==> src/rtl/snn_pkg.sv <==
// Shared defaults, FSM state encoding and arithmetic helpers for the LIF layer.
package snn_pkg;

    localparam int DEF_N_IN    = 4;
    localparam int DEF_N_OUT   = 4;
    localparam int DEF_W_WIDTH = 8;
    localparam int DEF_V_WIDTH = 12;

    typedef enum logic [2:0] {
        IDLE,
        RUN,
        DRAIN,
        FIRE,
        DONE
    } state_t;

    // Operands are at most a few bits wider than V_WIDTH, so the 32-bit sum cannot overflow.
    function automatic logic signed [31:0] sat_add(
        input logic signed [31:0] a,
        input logic signed [31:0] b,
        input int unsigned        width
    );
        logic signed [31:0] sum;
        logic signed [31:0] hi;
        logic signed [31:0] lo;
        sum = a + b;
        hi  = (32'sd1 <<< (width - 1)) - 32'sd1;
        lo  = -(32'sd1 <<< (width - 1));
        if (sum > hi)
            return hi;
        else if (sum < lo)
            return lo;
        return sum;
    endfunction

    function automatic int unsigned compose_addr(
        input int unsigned out_idx,
        input int unsigned in_idx,
        input int unsigned in_bits
    );
        return (out_idx << in_bits) | in_idx;
    endfunction

endpackage

==> src/rtl/lif_neuron_update.sv <==
// Combinational leak, threshold compare and fire-reset for a single neuron.
module lif_neuron_update #(
    parameter int V_WIDTH    = 12,
    parameter int THRESH     = 64,
    parameter int LEAK_SHIFT = 3
) (
    input  logic signed [V_WIDTH-1:0] v_in,
    output logic signed [V_WIDTH-1:0] v_out,
    output logic                      spike
);

    localparam logic signed [V_WIDTH-1:0] TH = V_WIDTH'(THRESH);

    logic signed [V_WIDTH-1:0] vl;

    // |v >>> LEAK_SHIFT| <= |v|, so the subtraction stays in range.
    always_comb begin
        vl    = v_in - (v_in >>> LEAK_SHIFT);
        spike = (vl >= TH);
        v_out = spike ? '0 : vl;
    end

endmodule

==> src/rtl/lif_layer_core.sv <==
// N_IN x N_OUT leaky integrate-and-fire layer reading weights from a registered memory.
// Optional LIF_REFRACTORY_EN: a neuron that fires sits out the following timestep.
module lif_layer_core
    import snn_pkg::*;
#(
    parameter int N_IN       = DEF_N_IN,
    parameter int N_OUT      = DEF_N_OUT,
    parameter int W_WIDTH    = DEF_W_WIDTH,
    parameter int V_WIDTH    = DEF_V_WIDTH,
    parameter int THRESH     = 64,
    parameter int LEAK_SHIFT = 3
) (
    input  logic                            clk,
    input  logic                            rst,
    input  logic                            start,
    input  logic [N_IN-1:0]                 spikes_in,
    output logic                            busy,
    output logic                            done,
    output logic [N_OUT-1:0]                spikes_out,
    output logic [$clog2(N_IN*N_OUT)-1:0]   mem_addr,
    output logic                            mem_we,
    input  logic [W_WIDTH-1:0]              mem_rdata
);

    localparam int unsigned IN_BITS  = $clog2(N_IN);
    localparam int unsigned OUT_BITS = $clog2(N_OUT);
    localparam int unsigned ADDR_W   = $clog2(N_IN*N_OUT);

    state_t state, state_nxt;

    logic [IN_BITS-1:0]        in_cnt, rd_in;
    logic [OUT_BITS-1:0]       out_cnt, rd_out;
    logic                      rd_valid;
    logic                      last_addr;
    logic                      acc_en;
    logic [N_IN-1:0]           spk_cap;
    logic signed [V_WIDTH-1:0] v      [N_OUT];
    logic signed [V_WIDTH-1:0] v_leak [N_OUT];
    logic signed [V_WIDTH-1:0] v_fire [N_OUT];
    logic [N_OUT-1:0]          spk_n;
    logic [N_OUT-1:0]          fire_vec;
`ifdef LIF_REFRACTORY_EN
    logic [N_OUT-1:0]          refr;
`endif

    assign last_addr = (in_cnt == IN_BITS'(N_IN - 1)) && (out_cnt == OUT_BITS'(N_OUT - 1));

    always_comb begin
        state_nxt = state;
        case (state)
            IDLE:    if (start) state_nxt = RUN;
            RUN:     if (last_addr) state_nxt = DRAIN;
            DRAIN:   state_nxt = FIRE;
            FIRE:    state_nxt = DONE;
            DONE:    state_nxt = IDLE;
            default: state_nxt = IDLE;
        endcase
    end

    always_comb begin
        busy     = (state == RUN) || (state == DRAIN) || (state == FIRE);
        done     = (state == DONE);
        mem_we   = 1'b0;
        mem_addr = '0;
        if (state == RUN)
            mem_addr = ADDR_W'(compose_addr(32'(out_cnt), 32'(in_cnt), IN_BITS));
    end

    genvar g;
    generate
        for (g = 0; g < N_OUT; g++) begin : g_neuron
            lif_neuron_update #(
                .V_WIDTH    (V_WIDTH),
                .THRESH     (THRESH),
                .LEAK_SHIFT (LEAK_SHIFT)
            ) u_neuron (
                .v_in  (v[g]),
                .v_out (v_leak[g]),
                .spike (spk_n[g])
            );
        end
    endgenerate

    // Refractory neurons hold v = 0 and are masked from firing; refr then follows fire_vec.
    always_comb begin
        acc_en = rd_valid && spk_cap[rd_in];
`ifdef LIF_REFRACTORY_EN
        acc_en = acc_en && !refr[rd_out];
`endif
        for (int unsigned j = 0; j < N_OUT; j++) begin
`ifdef LIF_REFRACTORY_EN
            fire_vec[j] = spk_n[j] & ~refr[j];
            v_fire[j]   = refr[j] ? '0 : v_leak[j];
`else
            fire_vec[j] = spk_n[j];
            v_fire[j]   = v_leak[j];
`endif
        end
    end

    always_ff @(posedge clk) begin
        if (rst) begin
            state      <= IDLE;
            in_cnt     <= '0;
            out_cnt    <= '0;
            rd_in      <= '0;
            rd_out     <= '0;
            rd_valid   <= 1'b0;
            spk_cap    <= '0;
            spikes_out <= '0;
            for (int unsigned j = 0; j < N_OUT; j++)
                v[j] <= '0;
`ifdef LIF_REFRACTORY_EN
            refr       <= '0;
`endif
        end else begin
            state    <= state_nxt;
            rd_valid <= (state == RUN);
            rd_in    <= in_cnt;
            rd_out   <= out_cnt;

            if (state == IDLE && start) begin
                spk_cap <= spikes_in;
                in_cnt  <= '0;
                out_cnt <= '0;
            end else if (state == RUN) begin
                in_cnt <= in_cnt + 1'b1;
                if (in_cnt == IN_BITS'(N_IN - 1))
                    out_cnt <= out_cnt + 1'b1;
            end

            // Read data lags the address by one cycle; rd_in/rd_out track the word in flight.
            if (acc_en)
                v[rd_out] <= V_WIDTH'(sat_add(32'(v[rd_out]), 32'($signed(mem_rdata)), V_WIDTH));

            if (state == FIRE) begin
                for (int unsigned j = 0; j < N_OUT; j++)
                    v[j] <= v_fire[j];
                spikes_out <= fire_vec;
`ifdef LIF_REFRACTORY_EN
                refr       <= fire_vec;
`endif
            end
        end
    end

endmodule

==> config.mk <==
export PLATFORM = sky130hd
export DESIGN_NAME = lif_layer_core
export DESIGN_NICKNAME = d
export VERILOG_FILES = /design/src/rtl/snn_pkg.sv /design/src/rtl/lif_neuron_update.sv /design/src/rtl/lif_layer_core.sv
export SDC_FILE = /design/constraint.sdc
export NUM_CORES = 1
export LEC_CHECK = 0
export ABC_AREA = 1
export CAP_MARGIN = 40
export CORE_MARGIN = 4
export CORE_UTILIZATION = 55
export CTS_CLUSTER_DIAMETER = 30
export CTS_CLUSTER_SIZE = 20
export DETAILED_ROUTE_END_ITERATION = 16
export MAX_ROUTING_LAYER = met4
export PLACE_DENSITY = 0.81
export SLEW_MARGIN = 5
export SYNTH_ARGS = -nofsm -noshare
export SYNTH_HDL_FRONTEND = slang
export SYNTH_SLANG_ARGS = --single-unit
==> constraint.sdc <==
create_clock -name clk -period 6.95 [get_ports clk]
set_input_delay 1.0425 -clock clk [delete_from_list [all_inputs] [get_ports clk]]
set_output_delay 1.0425 -clock clk [all_outputs]
set_load 0.02 [all_outputs]
* After elaboration in Yosys (flattened, before gate mapping)
Memories as Yosys holds them, arrays and structs flattened. A register that Yosys moved wholly into a read port is not among the register bits. Cells that the tools add are included.
Word-level totals: flip-flop bits (word level) 20, bits in writable memories 48, memories 1
Memory list:
- v | depth 4, bits a word 12, rd ports 5, clocked after Yosys merged registers in 1, write ports 4, RTL line lif_layer_core.sv:37 | logic signed [V_WIDTH-1:0] v [N_OUT];
Cells by class: add/sub/neg operators 7, magnitude comparators 7, equality and inequality tests 12, muxes and demuxes 35, bitwise operators 17, reduce and logical (&&, ||, !) cells 10
Operator list (number):
- 12-bit 2-to-1 mux | 14
- 12-bit by 8-bit >= comparator with 1-bit output, second input constant | 4
- 12-bit by 9-bit subtractor with 12-bit output | 4
- 1-bit 2-to-1 mux | 14
- 12-bit by 8-bit adder with 13-bit output | 1
- 13-bit by 12-bit greater-than comparator with 1-bit output, second input constant | 1
- 13-bit by 12-bit less-than comparator with 1-bit output, second input constant | 1
- 2-bit equality test, second input constant | 6
- 3-bit case mux with 4 select lines | 1
- 12-bit OR reduction | 1
- 1-bit AND | 8
- 3-bit by 2-bit equality test with 1-bit output, second input constant | 2
- 3-bit 2-to-1 mux | 2
- 2-bit by 1-bit adder with 2-bit output, second input constant | 2
- 2-bit 2-to-1 mux | 2
- 4-bit 2-to-1 mux | 1
- 2-bit != test, second input constant | 2
- 1-bit NOT | 4
- 1-bit bitwise OR | 4
- 4-bit by 2-bit bitwise OR with 4-bit output | 1
- 2-bit AND reduction | 2
- 3-bit by 1-bit equality test with 1-bit output, second input constant | 1
- 3-bit equality test, second input constant | 1
- 1-bit logical AND | 3
- 5 further kinds | 6

* Logic depth before layout (Yosys ltp)
Gate-level depths: netlist of the first run.
word-level depth 12, gate-level depth with buffers 21, mapped depth without buffers 19

* By module
A second synthesis of the first run with hierarchy kept.
Second synthesis, totals: cells, all modules 1038, area, all modules 7010.5 um^2
Modules (own cells, without submodules):
- lif_layer_core | times used 1, cells an instance 498, area an instance 4076.4 um^2, seq. area each 1841.8 um^2
- lif_neuron_update (g_neuron[0].u_neuron ...) | times used 3, cells an instance 135, area an instance 725.7 um^2, seq. area each 0.0 um^2
- lif_neuron_update (g_neuron[3].u_neuron) | times used 1, cells an instance 135, area an instance 757.0 um^2, seq. area each 0.0 um^2

* Worst setup path after synthesis of the first run
OpenSTA, ideal clock, no wires.
path type input to register, from input port mem_rdata[0], to memory v[3][0], data pin, library setup time 0.252 ns, data arrival time 2.531 ns, required time 6.698 ns, path slack 4.166 ns, cell stages on the path 13, cells stage by stage ha_1 -> fa_1 -> nand3_1 -> nand2_2 -> nand3_2 -> nand3_2 -> nand2_1 -> nand2_4 -> nand3_4 -> buf_12 -> nand2_4 -> nand2_1 -> nand2_1
RTL lines:
- start: declaration | RTL line lif_layer_core.sv:22 | input logic [W_WIDTH-1:0] mem_rdata
- end: declaration | RTL line lif_layer_core.sv:37

==> out/qor.yml, run 1 <==
nets: 1083
synth-main-ff-cell: "edfxtp_1"
ys_top_cells_by_count: "nand2_1 (339), inv_1 (140), nor2_1 (92)"
reg2reg_slack_ns: 3.43
startpoint_type: "primary input"
synth.most_common_cell: "nand2_1"
period_share: 0.5217
tightest_slew_ns: 0.8639
ant_nets: 0
grt_max_degree: 25
drv_cap: 0
setup_viol: 0
synthDistinctLibCells: 46
cp_top_family: "simple AND/OR/NAND/NOR gates"
clk_latency_ns: 0.34
drive_gt1_frac: 0.06535
drc_errors: 0
ys_seq_area_frac: 0.2761
async_flop_share: 0
synth_edf_count: 48
num_io_pins: 26
worst_path_max_delay_cell: "nor2_1"
max_stage_delay_ns: 0.69
core_um2: 11660
antenna_found_initial: 0
hpwl_um: 13690
yosysTopAreaCell: "edfxtp_1"
diodes: 0
synth.area.top_cells: "edfxtp_1 (22%), nand2_1 (19%), ha_1 (11%)"
syn_area_per_cell_um2: 6.780
synth_top_area_frac: 0.2161
numPortBuffers: 24
peakVddDrop_mv: 0.1286
whs_path_depth: 2
drt_iter0_drc: 718
clockRootBuffer: "clkbuf_16"
min_from: "spk_cap[0]"
cp_cell_sequence: "clkdlybuf4s50_1 -> nor2_4 -> nand3_1 -> nor2_1 -> inv_1 -> nand2_1"
rsz0062_at_grt: "false"
final_cells: 1153
crit_type: "in -> reg"
std_cell_rows: 39
grt_pass1_vias: 6128
cts_resized: 0
maxSlewHeadroom: 0.4227
start_util: 0.5720
cts_setup_buffers: 0
final_max_slew_viol_count: 0
grt_overflow_total: 0
syn_nets: 1062
dp.cells: 1137
cp.required_ns: 6.92
wl_per_cell_um: 15.39
hold_class: "reg -> reg"
power_density_nw_per_um2: 199.1
clock_skew_ns: 0.006907
dieArea_um2: 13960
status: "completed"
cts_buffers: 9
crit_arrival_ns: 3.60
cts_sinks: 68
fillCellCount: 1023
grt_use_total: 0.2641
hold_violations: 0
area_growth_pct: 9.602
htree_levels: 3
reg2reg_depth: 17
netlist_instances: 984
fin_crit_ns: 3.626
critPathMaxFanout: 12
regToRegStartpoint: "rd_out[1]"
vias: 6452
die_h_um: 118.1
cp_num_cells: 6
synth_seq_cells: 68
worst_setup_path_end_kind: "register"
r2r_end: "v[1][1]"
p_leak_nw: 3.736
clk_path_buf_depth: 2
final.setup.tns_ns: 0
hold_end: "spk_cap[0]"
tritoncts: "built"
cp_num_buf_inv: 2
grt_pass1_wl_um: 29210
synthesis.area_um2: 6671
drt_wl_total_um: 17750
avgViaCountPerCell: 5.596
drtPass1Iterations: 5
die_w_um: 118.1
yosysWarnings: 0
max_freq_ghz: 0.2758
cts_hold_buf: 0
place.gp.congestion: 0.9758
cts.clk_slew.worst_paths_ns: 0.06
[worst max path at each step]
stage                 start  endpoint  slack (ns)
3_5_place_dp            rst   v[2][5]        3.10
5_1_grt           rd_out[1]   v[1][1]        3.16
6_report                rst  v[2][10]        3.32
3_3_place_gp            rst   v[2][5]        3.15
4_1_cts                 rst   v[2][8]        3.42
2_1_floorplan  mem_rdata[0]   v[3][0]        4.17
[tightest hold or removal path, cell delays in order (launching register included)]
cell and delay (ns):
dfxtp_1 0.31, inv_1 0.04, a21oi_1 0.05
[routing by layer]
layer / vias up / track usage / part of all wire
li1: 3230 / - / -
met1: 2891 / 0.3431 / 0.43
met2: 278 / 0.4194 / 0.46
met3: 53 / 0.03820 / 0.079
met4: 0 / 0.1004 / 0.033
met5: - / - / 0
[registers in the layout, indices dropped and copies added, names as in the netlist]
register,cells
in_cnt,2
out_cnt,2
rd_in,2
rd_out,2
rd_valid,1
spikes_out,4
spk_cap,4
state,3
v,48
[power breakdown]
group,switching [W],leakage [nW],internal (W)
combinational,0.000307,2.91,0.000149
clock,0.000189,0.169,0.000339
sequential,0.0000176,0.660,0.000455
total,0.000513,3.74,0.000943
[cell type report]
class                           instances  area (um^2)  share of cell area
Clock buffer                           10        250.2             0.03422
Inverter                              147        551.8             0.07546
Clock inverter                          6        92.59             0.01266
Multi-Input combinational cell        754         4149              0.5674
Timing Repair Buffer                   25        247.7             0.03388
Sequential cell                        68         1842              0.2519
Tap cell                              143        178.9             0.02447
[through the flow]
stage | hold WS, ns | area, um^2 | setup WS (ns) | util | power (W)
6_report | 0.4452 | 7312 | 3.324 | 0.6270 | 0.001456
5_1_grt | 0.4808 | 7312 | 3.161 | 0.6270 | 0.001525
4_1_cts | 0.4457 | 7312 | 3.419 | 0.6270 | 0.001443
3_5_place_dp | 0.4369 | 6969 | 3.102 | 0.5976 | 0.0009234
3_3_place_gp | 0.4355 | 6969 | 3.145 | 0.5976 | 0.0009200
2_1_floorplan | 0.4201 | 6671 | 4.166 | - | 0.0008176
[layout by cell type, fill, tap and decap left out, types with 3 or more instances in the layout]
cell             count
a21oi_2              3
xor2_1               8
nand2_2             10
a22oi_1             13
edfxtp_1            48
clkdlybuf4s50_1     24
a21oi_1             47
o22ai_1              4
nand3_1             66
xnor2_1             13
o221ai_1             8
fa_1                 5
nor2_1              92
nand2_4             18
nor3_1               4
nand3_2              3
nor2_2               4
inv_1              140
o21bai_1             4
ha_1                58
dfxtp_1             20
nand2_1            339
o21ai_0             15
inv_2                6
o21ai_1              5
clkbuf_16           10
nand4_1             13
[cells by family (layout without fill, tap and decap cells)]
logic type / Yosys count / in the layout / share of synthesized area
XOR/XNOR: 21 / 21 / 0.02757
flip-flops: 68 / 68 / 0.2761
AO/OA/AOI/OAI: 108 / 108 / 0.09733
AND/OR/NAND/NOR: 561 / 561 / 0.3727
buffers and inverters: 162 / 188 / 0.1020
other: 1 / 1 / 0.0005621
adder cells (fa/ha/maj): 63 / 63 / 0.1238
(Power assumes the default switching activity.)
==> inputs of run 2 (changes only) <==
==> constraint.sdc (replaced) <==
create_clock -name clk -period 3.5 [get_ports clk]
set_input_delay 0.525 -clock clk [delete_from_list [all_inputs] [get_ports clk]]
set_output_delay 0.525 -clock clk [all_outputs]
set_load 0.02 [all_outputs]
==> out/qor.yml, run 2 (synthesis gave the netlist of run 1 again) <==
die_w_um: 118.1  # unchanged
cts_sinks: 68  # unchanged
startpoint_type: "register"  # was primary input
cp_cell_sequence: "inv_1 -> nand2_1 -> inv_1 -> a22oi_1 -> o221ai_1 -> ha_1 -> fa_1 -> nand3_1 -> nand2_2 -> nand3_2 -> nand3_2 -> nand2_1 -> nand2_4 -> nand3_4 -> nand2_1 -> nand3_1 -> nand2_1"  # was clkdlybuf4s50_1 -> nor2_4 -> nand3_1 -> nor2_1 -> inv_1 -> nand2_1
cp_top_family: "simple AND/OR/NAND/NOR gates"  # unchanged
hold_violations: 0  # unchanged
cp.required_ns: 3.59  # was 6.92 ns
max_stage_delay_ns: 0.41  # was 0.69 ns
min_from: "spk_cap[2]"  # was spk_cap[0]
largest_reg_flops: 48  # unchanged
dp.cells: 1145  # was 1,137
cp_num_buf_inv: 2  # unchanged
tritoncts: "built"  # unchanged
path_common_cell: "nand2_1"
fillCellCount: 1060  # was 1,023
start_util: 0.5720  # unchanged
ant_nets: 0  # unchanged
regToRegStartpoint: "rd_out[1]"  # unchanged
largestRegisters: "v: 48 flops, spikes_out: 4 flops, spk_cap: 4 flops"  # unchanged
final.setup.tns_ns: 0  # unchanged
die_h_um: 118.1  # unchanged
num_io_pins: 26  # unchanged
drv_cap: 0  # unchanged
swShare: 0.3587  # was 0.3526
htree_levels: 3  # unchanged
whs_path_depth: 2  # unchanged
power_density_nw_per_um2: 367.5  # was 199.1 nW/um^2
intPower_w: 0.001722  # was 0.0009425 W
grt_max_degree: 21  # was 25
dieArea_um2: 13960  # unchanged
reg2reg_slack_ns: 0.23  # was 3.43 ns
clock_skew_ns: 0.008404  # was 0.006907 ns
p_switching_w: 0.0009631  # was 0.0005132 W
drt_wl_total_um: 18300  # was 17,750 um
final_cells: 1161  # was 1,153
period_share: 0.9342
clk_path_buf_depth: 2  # unchanged
top_register: "v"  # unchanged
power.clock.fraction: 0.316  # was 0.362
status: "completed"  # unchanged
r2r_end: "v[0][1]"  # was v[1][1]
critPathMaxFanout: 12  # unchanged
seqCellArea_um2: 1842  # unchanged
setup_viol: 0  # unchanged
drt_iter0_drc: 591  # was 718
grt_overflow_total: 0  # unchanged
peakVddDrop_mv: 0.3195  # was 0.1286 mV
fin_crit_ns: 3.270
layout_commonest_cell: "nand2_1"  # unchanged
mostFrequentLayoutCells: "nand2_1 (339), inv_1 (140), nor2_1 (91)"  # was nand2_1 (339), inv_1 (140), nor2_1 (92)
hold_end: "spk_cap[2]"  # was spk_cap[0]
vias: 6508  # was 6,452
grt_pass1_vias: 6076  # was 6,128
clk_latency_ns: 0.34  # about the same
cts.clk_slew.worst_paths_ns: 0.06  # about the same
combPwrFrac: 0.333  # was 0.313
maxSlewHeadroom: 0.6473  # was 0.4227
grt_use_total: 0.2716  # was 0.2641
final_max_slew_viol_count: 0  # unchanged
diodes: 0  # unchanged
worst_path_max_delay_cell: "fa_1"  # was nor2_1
tightest_slew_ns: 0.5277  # was 0.8639 ns
p_leak_nw: 3.746  # was 3.736 nW
numPortBuffers: 24  # unchanged
drc_errors: 0  # unchanged
grt_pass1_wl_um: 29690  # was 29,210 um
hold_class: "reg -> reg"  # unchanged
area_growth_pct: 9.527  # was 9.602%
avgViaCountPerCell: 5.606  # was 5.596
drtPass1Iterations: 7  # was 5
cts_setup_buffers: 0  # unchanged
wl_per_cell_um: 15.76  # was 15.39 um
std_cell_rows: 39  # unchanged
multi_input_area_um2: 4151  # was 4149 um^2
max_freq_ghz: 0.3058
place.gp.congestion: 1.023  # was 0.9758
reg2reg_depth: 17  # unchanged
nets: 1091  # was 1,083
drive_gt1_frac: 0.07171  # was 0.06535
hpwl_um: 14740  # was 13,690 um
antenna_found_initial: 0  # unchanged
cts_buffers: 9  # unchanged
clockRootBuffer: "clkbuf_16"  # unchanged
worst_setup_path_end_kind: "register"  # unchanged
seqPwrFrac: 0.351  # was 0.324
crit_arrival_ns: 3.36  # was 3.60 ns
rsz0062_at_grt: "false"  # unchanged
core_um2: 11660  # unchanged
crit_type: "reg -> reg"  # was in -> reg
run 2: changes by cell type in the layout (fill, tap and decap cells not counted), sizes merged:
cell and delta:
buf +8, clkinv -2, clkbuf +4, bufinv -2
run 2: how the worst max path moves through the flow:
stage / from / to / cells after the start
floorplan: rd_out[0] / v[3][0] / 17
global placement: rd_out[1] / v[1][1] / 16
detailed placement: rd_out[1] / v[0][1] / 15
CTS: rd_out[1] / v[0][1] / 16
global route: rd_out[1] / v[3][1] / 17
finish: rd_out[1] / v[0][1] / 17
run 2: what timing repair did:
| action | 4_1_cts | 5_1_grt |
|---|---|---|
| hold buffers | 0 | 0 |
| endpoints found under the setup margin | 0 | 43 |
| resized for setup | 0 | 2 |
run 2: layout make-up:
type                            instances  area share
Multi-Input combinational cell        754      0.5682
Sequential cell                        68      0.2521
Inverter                              147     0.07551
Timing Repair Buffer                   33     0.04212
Clock buffer                           14     0.03613
Tap cell                              143     0.02449
Clock inverter                          2    0.001541
run 2: per-layer routing:
| metal | GRT usage | part of all wire | up-vias |
|---|---|---|---|
| li1 | - | - | 3248 |
| met1 | 0.3537 | 0.42 | 2938 |
| met2 | 0.4237 | 0.45 | 270 |
| met3 | 0.05874 | 0.095 | 52 |
| met4 | 0.08645 | 0.030 | 0 |
| met5 | - | 0 | - |
run 2: worst register-to-register path, delay by kind of cell (launching register included):
family                   cells  cell delay (ns)
flip-flops                   1             0.36
AO/OA/AOI/OAI                2             0.45
buffers and inverters        2             0.23
AND/OR/NAND/NOR             11             1.31
adder cells (fa/ha/maj)      2             0.69
run 2: stage by stage:
stage                     setup slack (ns)  hold WS (ns)  cell area (um^2)  total power, W  utilization
final                               0.2303        0.4454              7307        0.002685       0.6265
after CTS                           0.2510        0.4455              7305        0.002671       0.6263
after global placement              0.3715        0.4360              7029        0.001822       0.6027
after floorplan                     0.8542        0.4201              6671        0.001624            -
after global routing               0.03709        0.4600              7307        0.002820       0.6265
after detailed placement            0.2798        0.4379              7029        0.001831       0.6027
run 2: power by group through the flow:
stage	Clock [W]	Sequential [W]	Combinational [W]
2_1_floorplan	0	0.000940	0.000683
3_3_place_gp	0	0.000956	0.000865
3_5_place_dp	0	0.000956	0.000875
4_1_cts	0.000850	0.000940	0.000881
5_1_grt	0.000884	0.000945	0.000992
6_report	0.000849	0.000941	0.000895
